File: src/rtl/mbus_err_pkg.sv
// Shared types and default widths for the MBus error-injection scheduler.
package mbus_err_pkg;

    localparam int unsigned SKIP_W_DEF   = 8;
    localparam int unsigned INJ_W_DEF    = 8;
    localparam int unsigned IDLE_CYC_DEF = 16;

    typedef enum logic [2:0] {
        IDLE      = 3'd0,
        WAIT_IDLE = 3'd1,
        SKIP      = 3'd2,
        ARM       = 3'd3,
        INJECT    = 3'd4,
        DONE_ST   = 3'd5
    } sched_state_e;

    // Bus events derived from the synchronized MBus lines
    typedef struct packed {
        logic bus_idle;
        logic txn_start;
        logic txn_end;
    } bus_evt_t;

endpackage

File: src/rtl/mbus_bus_monitor.sv
// Synchronizes raw MBus CLK/DATA and derives idle, transaction-start and transaction-end events.
module mbus_bus_monitor
    import mbus_err_pkg::*;
#(
    parameter int unsigned IDLE_CYC = IDLE_CYC_DEF
) (
    input  logic     clk,
    input  logic     rst_n,
    input  logic     cin,
    input  logic     din,
    output bus_evt_t evt_c
);

    localparam int unsigned      CTR_W    = $clog2(IDLE_CYC + 1);
    localparam logic [CTR_W-1:0] IDLE_MAX = CTR_W'(IDLE_CYC);

    logic             cin_s1_q, cin_s1_d;
    logic             cin_s2_q, cin_s2_d;
    logic             din_s1_q, din_s1_d;
    logic             din_s2_q, din_s2_d;
    logic             din_prev_q, din_prev_d;
    logic [CTR_W-1:0] idle_ctr_q, idle_ctr_d;
    logic             idle_prev_q, idle_prev_d;
    logic             bus_idle;

    // Next-state for synchronizers, idle run-length counter and edge history
    always_comb begin
        cin_s1_d    = cin;
        cin_s2_d    = cin_s1_q;
        din_s1_d    = din;
        din_s2_d    = din_s1_q;
        din_prev_d  = din_s2_q;
        bus_idle    = (idle_ctr_q == IDLE_MAX);
        idle_prev_d = bus_idle;
        idle_ctr_d  = '0;
        if (cin_s2_q && din_s2_q) begin
            idle_ctr_d = bus_idle ? idle_ctr_q : idle_ctr_q + CTR_W'(1);
        end
    end

    // Registers; synchronizers reset to the idle-high bus level
    always_ff @(posedge clk or negedge rst_n) begin
        if (!rst_n) begin
            cin_s1_q    <= 1'b1;
            cin_s2_q    <= 1'b1;
            din_s1_q    <= 1'b1;
            din_s2_q    <= 1'b1;
            din_prev_q  <= 1'b1;
            idle_ctr_q  <= '0;
            idle_prev_q <= 1'b0;
        end else begin
            cin_s1_q    <= cin_s1_d;
            cin_s2_q    <= cin_s2_d;
            din_s1_q    <= din_s1_d;
            din_s2_q    <= din_s2_d;
            din_prev_q  <= din_prev_d;
            idle_ctr_q  <= idle_ctr_d;
            idle_prev_q <= idle_prev_d;
        end
    end

    // Event decode: start is DATA falling while CLK high, end is the rising edge of idle
    always_comb begin
        evt_c.bus_idle  = bus_idle;
        evt_c.txn_start = din_prev_q & ~din_s2_q & cin_s2_q;
        evt_c.txn_end   = bus_idle & ~idle_prev_q;
    end

endmodule

File: src/rtl/mbus_err_scheduler.sv
// Sequences clean/injected MBus transactions, toggling ERR_EN only while the bus is idle.
module mbus_err_scheduler
    import mbus_err_pkg::*;
#(
    parameter int unsigned SKIP_W   = SKIP_W_DEF,
    parameter int unsigned INJ_W    = INJ_W_DEF,
    parameter int unsigned IDLE_CYC = IDLE_CYC_DEF
) (
    input  logic              CLK,
    input  logic              RESETn,
    input  logic              START,
    input  logic              ABORT,
    input  logic [SKIP_W-1:0] SKIP_CNT,
    input  logic [INJ_W-1:0]  INJ_CNT,
    input  logic              CIN,
    input  logic              DIN,
    output logic              ERR_EN,
    output logic              BUSY,
    output logic              DONE,
    output logic [INJ_W-1:0]  INJ_DONE
);

    bus_evt_t     evt_c;
    sched_state_e state_q, state_d;
    logic [SKIP_W-1:0] skip_left_q, skip_left_d;
    logic [SKIP_W-1:0] skip_rld_q, skip_rld_d;
    logic [INJ_W-1:0]  inj_left_q, inj_left_d;
    logic [INJ_W-1:0]  inj_done_q, inj_done_d;
    logic              abort_q, abort_d;
    logic              err_en_q, err_en_d;
    logic              busy_q, busy_d;
    logic              done_q, done_d;
    logic              abort_pend;

    mbus_bus_monitor #(
        .IDLE_CYC (IDLE_CYC)
    ) u_mon (
        .clk   (CLK),
        .rst_n (RESETn),
        .cin   (CIN),
        .din   (DIN),
        .evt_c (evt_c)
    );

    // Next-state, counter updates and registered output decode
    always_comb begin
        state_d     = state_q;
        skip_left_d = skip_left_q;
        skip_rld_d  = skip_rld_q;
        inj_left_d  = inj_left_q;
        inj_done_d  = inj_done_q;
        abort_d     = abort_q;
        abort_pend  = abort_q | ABORT;

        unique case (state_q)
            IDLE: begin
                abort_d = 1'b0;
                if (START && !ABORT) begin
                    skip_left_d = SKIP_CNT;
                    skip_rld_d  = SKIP_CNT;
                    inj_left_d  = INJ_CNT;
                    inj_done_d  = '0;
                    state_d     = WAIT_IDLE;
                end
            end
            WAIT_IDLE: begin
                if (ABORT) begin
                    state_d = DONE_ST;
                end else if (evt_c.bus_idle) begin
                    if (inj_left_q == '0) begin
                        state_d = DONE_ST;
                    end else if (skip_left_q == '0) begin
                        state_d = ARM;
                    end else begin
                        state_d = SKIP;
                    end
                end
            end
            SKIP: begin
                if (ABORT) begin
                    state_d = DONE_ST;
                end else if (evt_c.txn_end) begin
                    skip_left_d = skip_left_q - SKIP_W'(1);
                    if (skip_left_q == SKIP_W'(1)) begin
                        state_d = ARM;
                    end
                end
            end
            ARM: begin
                // A transaction already under way takes priority over a pending abort
                abort_d = abort_pend;
                if (evt_c.txn_start) begin
                    state_d = INJECT;
                end else if (abort_pend && evt_c.bus_idle) begin
                    state_d = DONE_ST;
                end
            end
            INJECT: begin
                abort_d = abort_pend;
                if (evt_c.txn_end) begin
                    inj_done_d = (inj_done_q == '1) ? inj_done_q : inj_done_q + INJ_W'(1);
                    inj_left_d = inj_left_q - INJ_W'(1);
                    if ((inj_left_q == INJ_W'(1)) || abort_pend) begin
                        state_d = DONE_ST;
                    end else begin
                        skip_left_d = skip_rld_q;
                        state_d     = (skip_rld_q == '0) ? ARM : SKIP;
                    end
                end
            end
            DONE_ST: begin
                state_d = IDLE;
            end
            default: begin
                state_d = IDLE;
            end
        endcase

        err_en_d = (state_d == ARM) || (state_d == INJECT);
        busy_d   = (state_d != IDLE);
        done_d   = (state_d == DONE_ST);
    end

    // State, counters and outputs; reset clears ERR_EN asynchronously
    always_ff @(posedge CLK or negedge RESETn) begin
        if (!RESETn) begin
            state_q     <= IDLE;
            skip_left_q <= '0;
            skip_rld_q  <= '0;
            inj_left_q  <= '0;
            inj_done_q  <= '0;
            abort_q     <= 1'b0;
            err_en_q    <= 1'b0;
            busy_q      <= 1'b0;
            done_q      <= 1'b0;
        end else begin
            state_q     <= state_d;
            skip_left_q <= skip_left_d;
            skip_rld_q  <= skip_rld_d;
            inj_left_q  <= inj_left_d;
            inj_done_q  <= inj_done_d;
            abort_q     <= abort_d;
            err_en_q    <= err_en_d;
            busy_q      <= busy_d;
            done_q      <= done_d;
        end
    end

    assign ERR_EN   = err_en_q;
    assign BUSY     = busy_q;
    assign DONE     = done_q;
    assign INJ_DONE = inj_done_q;

endmodule

File: config.mk
export PLATFORM = sky130hd
export DESIGN_NAME = mbus_err_scheduler
export DESIGN_NICKNAME = d
export VERILOG_FILES = /design/src/rtl/mbus_err_pkg.sv /design/src/rtl/mbus_bus_monitor.sv /design/src/rtl/mbus_err_scheduler.sv
export SDC_FILE = /design/constraint.sdc
export NUM_CORES = 1
export LEC_CHECK = 0
export CELL_PAD_IN_SITES_DETAIL_PLACEMENT = 0
export CELL_PAD_IN_SITES_GLOBAL_PLACEMENT = 1
export CORE_MARGIN = 1
export CORE_UTILIZATION = 40
export CTS_CLUSTER_SIZE = 20
export DETAILED_ROUTE_END_ITERATION = 12
export GPL_TIMING_DRIVEN = 0
export PLACE_DENSITY = 0.72
export SYNTH_ARGS = -nofsm -noshare
export SYNTH_HDL_FRONTEND = slang
export SYNTH_SLANG_ARGS = --single-unit
File: constraint.sdc
create_clock -name CLK -period 2.1 [get_ports CLK]
set_clock_uncertainty 0.05 [all_clocks]
set_input_delay 0.21 -clock CLK [delete_from_list [all_inputs] [get_ports CLK]]
set_output_delay 0.21 -clock CLK [all_outputs]
set_load 0.005 [all_outputs]
### Yosys cells after proc, flatten, opt, wreduce, memory -nomap -nowiden

Cells that the tools add are included.

| operators by class | value |
|---|---|
| add/subtract/negate cells | 4 |
| equal/unequal tests | 18 |
| mux-type cells | 30 |
| bitwise operators | 6 |
| reduce and logical (&&, ||, !) cells | 19 |

Operators with widths:

| operator | count |
|---|---|
| 2-to-1 mux 8 bit | 10 |
| 2-to-1 mux 3 bit | 11 |
| case mux 8 bit (2 select lines) | 2 |
| zero test 8 bit | 3 |
| case mux 8 bit (3 select lines) | 1 |
| equality test 8 x 1 -> 1 bit (second input constant) | 2 |
| subtractor 8 x 1 -> 8 bit (second input constant) | 2 |
| case mux 3 bit (5 select lines) | 1 |
| != test 2 bit (second input constant) | 7 |
| 2-to-1 mux 5 bit | 2 |
| equality test 3 x 2 -> 1 bit (second input constant) | 3 |
| equality test 3 bit (second input constant) | 3 |
| adder 8 x 1 -> 8 bit (second input constant) | 1 |
| equality test 8 bit (second input constant) | 1 |
| AND reduction 6 bit | 1 |
| nonzero test 3 bit | 2 |
| adder 5 x 1 -> 5 bit (second input constant) | 1 |
| equality test 5 bit (second input constant) | 1 |
| AND reduction 4 bit | 1 |
| nonzero test 2 bit | 2 |
| AND 1 bit | 3 |
| equality test 3 x 1 -> 1 bit (second input constant) | 1 |
| logical AND 1 bit | 3 |
| zero test 3 bit | 1 |
| 9 further kinds | 12 |

| word-level totals | value |
|---|---|
| register bits | 50 |
| output and inout port bits | 11 |
| word-level logic and storage cells | 93 |

### Longest topological paths before layout

| logic depth | value |
|---|---|
| depth after elaboration | 8 |
| gate-level depth with buffers | 10 |

### Cells and area by module

Synthesis repeated with hierarchy kept, for this count alone.

| unflattened totals | value |
|---|---|
| cells, all modules | 306 |
| area total of the unflattened synthesis | 2815.2 um^2 |

By module, submodules not included:

| module | instances | cells each | area an instance (um^2) |
|---|---|---|---|
| mbus_err_scheduler | 1 | 266 | 2336.0 |
| mbus_bus_monitor | 1 | 40 | 479.2 |

### Worst setup path before layout

OpenSTA, ideal clock, no wires.

| timing path | value |
|---|---|
| path type | register -> register |
| from | register u_mon.idle_ctr_q[0] |
| to | register err_en_q, in the netlist ERR_EN |
| setup time | 143 ps |
| arrival time | 1703 ps |
| setup slack | 204 ps |
| stages on the path, launching flop included | 9 |
| buffers on the path | 1 |
| cell sequence | dfrtp_1 inv_1 ha_1 nand4bb_1 buf_4 a311oi_1 nand2_1 a211oi_1 o22ai_1 |

| between the ends | value |
|---|---|
| word-level cells in the longest chain between the ends | 7 |
| elaborated cells between the ends (all ways) | 14 |
| those cells by class | 3 x eq/ne; 8 x mux; 1 x bitwise; 2 x reduce/logical |

Ends and longest elaborated chain:

| element | line | text |
|---|---|---|
| from (decl) | mbus_bus_monitor.sv:22 | `logic [CTR_W-1:0] idle_ctr_q, idle_ctr_d;` |
| from (signal assigned) | mbus_bus_monitor.sv:57 | `idle_ctr_q <= idle_ctr_d;` |
| equality test 5 bit (*) | mbus_bus_monitor.sv:33 | `bus_idle = (idle_ctr_q == IDLE_MAX);` |
| AND 1 bit or logical AND 1 bit (tied branches) | mbus_bus_monitor.sv:66, mbus_err_scheduler.sv:94 |  |
| 2-to-1 mux 3 bit (on tied branches) | mbus_err_scheduler.sv:82, mbus_err_scheduler.sv:94 |  |
| 2-to-1 mux 3 bit (on tied branches) | mbus_err_scheduler.sv:80, mbus_err_scheduler.sv:92 |  |
| case mux 3 bit (5 select lines) (*) | mbus_err_scheduler.sv:55 | `unique case (state_q)` |
| equality test 3 x 2 -> 1 bit or equality test 3 bit (tied branches) | mbus_err_scheduler.sv:119 | `err_en_d = (state_d == ARM) \|\| (state_d == INJECT);` |
| logical OR 1 bit (*) | mbus_err_scheduler.sv:119 |  |
| via err_en_d | mbus_err_scheduler.sv:30 | `logic err_en_q, err_en_d;` |
| to (signal assigned) | mbus_err_scheduler.sv:143 | `err_en_q <= err_en_d;` |
| to (decl) | mbus_err_scheduler.sv:30 |  |

Mark *: on every way through the listed nets, which the timed path passes. The rest lies on a longest branch.
A chain may end at the register's enable or synchronous reset.

### Worst setup path in the final report

| timing path | value |
|---|---|
| from | register inj_left_q[4] |
| to | register err_en_q, in the netlist ERR_EN |

| between the ends | value |
|---|---|
| word-level cells in the longest chain between the ends | 7 |
| elaborated cells between the ends (all ways) | 12 |
| those cells by class | 3 x eq/ne; 6 x mux; 3 x reduce/logical |

Ends and longest elaborated chain:

| element | line | text |
|---|---|---|
| from (decl) | mbus_err_scheduler.sv:27 | `logic [INJ_W-1:0] inj_left_q, inj_left_d;` |
| from (signal assigned) | mbus_err_scheduler.sv:140 | `inj_left_q <= inj_left_d;` |
| equality test 8 x 1 -> 1 bit or zero test 8 bit (tied branches) | mbus_err_scheduler.sv:103, mbus_err_scheduler.sv:70 |  |
| logical OR 1 bit or 2-to-1 mux 3 bit (tied branches) | mbus_err_scheduler.sv:103, mbus_err_scheduler.sv:70 |  |
| 2-to-1 mux 3 bit (on tied branches) | mbus_err_scheduler.sv:103, mbus_err_scheduler.sv:69 |  |
| 2-to-1 mux 3 bit (on tied branches) | mbus_err_scheduler.sv:100, mbus_err_scheduler.sv:67 |  |
| case mux 3 bit (5 select lines) (*) | mbus_err_scheduler.sv:55 |  |
| equality test 3 x 2 -> 1 bit or equality test 3 bit (tied branches) | mbus_err_scheduler.sv:119 |  |
| logical OR 1 bit (*) | mbus_err_scheduler.sv:119 |  |
| via err_en_d | mbus_err_scheduler.sv:30 |  |

Marks and branches as above.

==> metrics.md <==
| Metric | Value |
|---|---|
| Detailed placement HPWL | approximately 4700 um |
| Floorplan die area | 0.007377 mm2 |
| Antenna Diode Count | 0 |
| Worst r2r path cells | 6 |
| Final wirelength | 6635 um |
| Number of global-route vias before repair | 2141 |
| Data arrival at the endpoint of the critical path | 2140 ps |
| RD Place Congestion | 0.7805 |
| Asr flop ratio synth | 100.0% |
| Sequential fraction of the synthesis area | around 45% |
| Unique masters post-synth | 59 |
| Maximum frequency from static timing analysis | about 500 MHz |
| Worst setup slack before clock tree synthesis | -189.6 ps |
| Final setup violation count | 0 |
| Required time at the endpoint of the critical path | 2230 ps |
| Flops & latches, synth | 50 |
| Cell types occupying the most area after synthesis | dfrtp_1 (40%), nand2_1 (6.3%), dfstp_2 (4.7%), ha_1 (4.0%), nor2_1 (3.7%) |
| Final core utilization | 50.63% |
| Max_slew headroom | around 52% |
| Number of sinks driven by the clock tree | 50 |
| Share of cells above drive strength 1 | 14.33% |
| Cell Pwr Density | 1022 mW/mm2 |
| Worst setup slack for register-to-register paths | 90 ps |
| Post-synthesis to final-layout area growth | 22.18% |
| Number of nets in the synthesized netlist | 330 |
| Post-synth EDFFs | 0 |
| Number of rows in the core area | 30 |
| Outcome | finished clean |
| Global-route congestion overflow total | 0 |
| CP Class | reg -> reg |
| Library cell occupying the most area in the post-synthesis netlist | dfrtp_1 |
| Number of warnings issued by yosys | 0 |
| Leading register cell type out of synthesis | dfrtp_1 |
| Io pins | 33 |
| Clock buffer depth | 2 |
| Source-to-sink clock delay at the later pin of the worst-skew pair | slightly above 300 ps |
| Via density per instance | 5.413 |
| Worst setup path start | inj_left_q[4] |
| Die H | 85.89 um |
| Global Route Usage Sum | 18.96% |
| Tightest hold margin | 249.3 ps |
| Class of the tightest hold or removal check | in -> reg |
| Number of CTS-inserted buffers | 5 |
| Critical path capture point type | flop |
| Critical Path Source Type | flop |
| CTS tree | built |
| Pin slew with the least headroom to its limit | ~720 ps |
| Share of Yosys cell area claimed by the top area cell type | between 40% and 50% |
| Number of I/O port buffers | 31 |
| Number of nets with antenna violations after detailed routing | 0 |
| Initial standard-cell utilization of the core | roughly two fifths |
| Post-Syn Instances | around 300 |
| Ranking of synthesized cells by instance count | nand2_1 (47), dfrtp_1 (45), nor2_1 (28), o21ai_0 (16) |
| Library cell with the highest instance count after synthesis | nand2_1 |
| Initial DRC count | around 120 |
| CTS H-tree lvls | 2 |
| Filler Cell Count | 651 |
| Lkg Pwr | 0.001399 uW |
| Minimum setup slack in the final design | 94.48 ps |
| 1st-pass router iterations | 5 |
| Die outline width | 85.89 um |
| Reg-to-reg critical path startpoint | inj_left_q[4] |
| Ratio of final minimum period to clock period | between 90% and 100% |
| Clock-pin slew of the registers on the worst-case setup and hold paths | ~90 ps |
| Avg WL per Cell | 15.15 um |
| Minimum clock period after layout | 2006 ps |
| Setup TNS | 0 ps |
| Count of vias placed by the detailed router | roughly 2400 |
| Final number of max-transition violations | 0 |
| Final Hold Vio Count | 0 |
| # DRC | 0 |
| VDD IR-drop max | 0.3822 mV |
| Worst setup path endpoint | ERR_EN |
| Reg-to-Reg End | ERR_EN |
| Final layout net count | approximately 370 |
| First-pass GRT wire length | 10920 um |
| Pin count of the biggest net entering global routing | 35 |
| Total power after layout | ~3500 uW |
| Cell area after synthesis | 0.002815 mm2 |
| Unrepaired setup endpoints after global routing | yes |
| Mean cell area of the mapped netlist | 9.415 um2 |
| Maxcap violations | 0 |
| Area of the core | 0.006794 mm2 |
| Clock root cell | clkbuf_8 |
| Antenna violations before repair | 0 |
| Largest driver fanout on the critical path | 10 |
==> worst min path at each step <==
| stage | start | endpoint | slack, ps | cells past startpoint |
|---|---|---|---|---|
| global route | DIN | u_mon.din_s1_q | 240 | 1 |
| floorplan | RESETn | BUSY | -140 | 0 |
| finish | CIN | u_mon.cin_s1_q | 250 | 1 |
| global placement | u_mon.cin_s1_q | u_mon.cin_s2_q | 300 | 0 |
| detailed placement | RESETn | u_mon.idle_ctr_q[2] | 120 | 1 |
| CTS | CIN | u_mon.cin_s1_q | 240 | 1 |
==> layout by cell type (no fill, tap or decap), types with 3 or more instances in the layout <==
master	count
clkbuf_1	4
o2bb2ai_1	7
a21oi_1	11
a221oi_1	5
dfrtp_1	45
dfstp_2	5
inv_1	11
clkbuf_8	5
buf_4	3
nor4_4	3
o21ai_0	16
ha_1	9
nor4_1	8
buf_2	7
nor2_1	28
buf_6	4
nand3_1	10
clkdlybuf4s50_1	30
nor3_1	10
xnor2_1	7
nand2_1	46
o22ai_1	7
a211oi_2	3
==> sequential cells by signal, indices dropped and copies added, names as in the netlist <==
signal,flops
u_mon.cin_s1_q,1
u_mon.din_prev_d,1
abort_q,1
skip_left_q,8
u_mon.idle_prev_q,1
u_mon.din_prev_q,1
inj_left_q,8
u_mon.din_s1_q,1
BUSY,1
INJ_DONE,8
ERR_EN,1
u_mon.cin_s2_q,1
DONE,1
state_q,3
u_mon.idle_ctr_q,5
skip_rld_q,8
==> what timing repair did <==
action / in CTS / in global routing
hold buffers: 1 / 0
gates resized for setup: 5 / 8
buffers inserted: 2 / 0
pin swaps: 1 / 2
hold endpoints to repair: 16 / 0
cloned: 0 / 1
endpoints found under the setup margin: 7 / 15
==> routing by layer <==
| metal | vias to the layer above | part of all wire (%) | track usage (%) |
|---|---|---|---|
| met5 | - | 0 | 0 |
| met4 | 0 | 1.8 | 5.909 |
| met2 | 67 | 44 | 27.78 |
| li1 | 1168 | - | - |
| met3 | 9 | 5.0 | 3.657 |
| met1 | 1127 | 49 | 28.12 |
==> final cells by class <==
type	count	area [um2]	share of cell area, %
Multi-Input combinational cell	222	1475	42.89
Sequential cell	50	1257	36.56
Timing Repair Buffer	36	359.1	10.44
Clock inverter	2	15.01	0.4365
Buffer	14	90.09	2.619
Inverter	12	50.05	1.455
Tap cell	96	120.1	3.492
Clock buffer	6	72.57	2.110
==> per-stage QoR <==
stage                     std cells  cell area (um2)
final                           438             3440
after global routing            438             3440
after CTS                       437             3402
after detailed placement        427             3261
after global placement          426             3246
after floorplan                 299             2815
==> critical path: stages (launching register included) <==
cell,delay (ps)
dfrtp_1,470
nor4_4,400
a311oi_2,190
and3_1,230
buf_2,190
a211oi_2,240
o22ai_1,120
==> power breakdown <==
| group | internal [uW] | switching (uW) | leakage, uW | total [uW] |
|---|---|---|---|---|
| logic | 605 | 787 | 0.000732 | 1390 |
| clock network | 235 | 333 | 0.0000374 | 568 |
| registers | 1260 | 292 | 0.000630 | 1560 |
==> cell families (layout without fill, tap and decap cells) <==
family	Yosys count	in the layout	synth area share, %
flip-flops	50	50	44.67
AO/OA/AOI/OAI	73	73	18.36
multiplexers	1	1	0.4000
XOR/XNOR	9	9	2.800
adder cells (fa/ha/maj)	9	9	4.000
AND/OR/NAND/NOR	130	130	24.80
buffers and inverters	27	70	4.978
No activity file was read; power rests on OpenSTA's default activity.
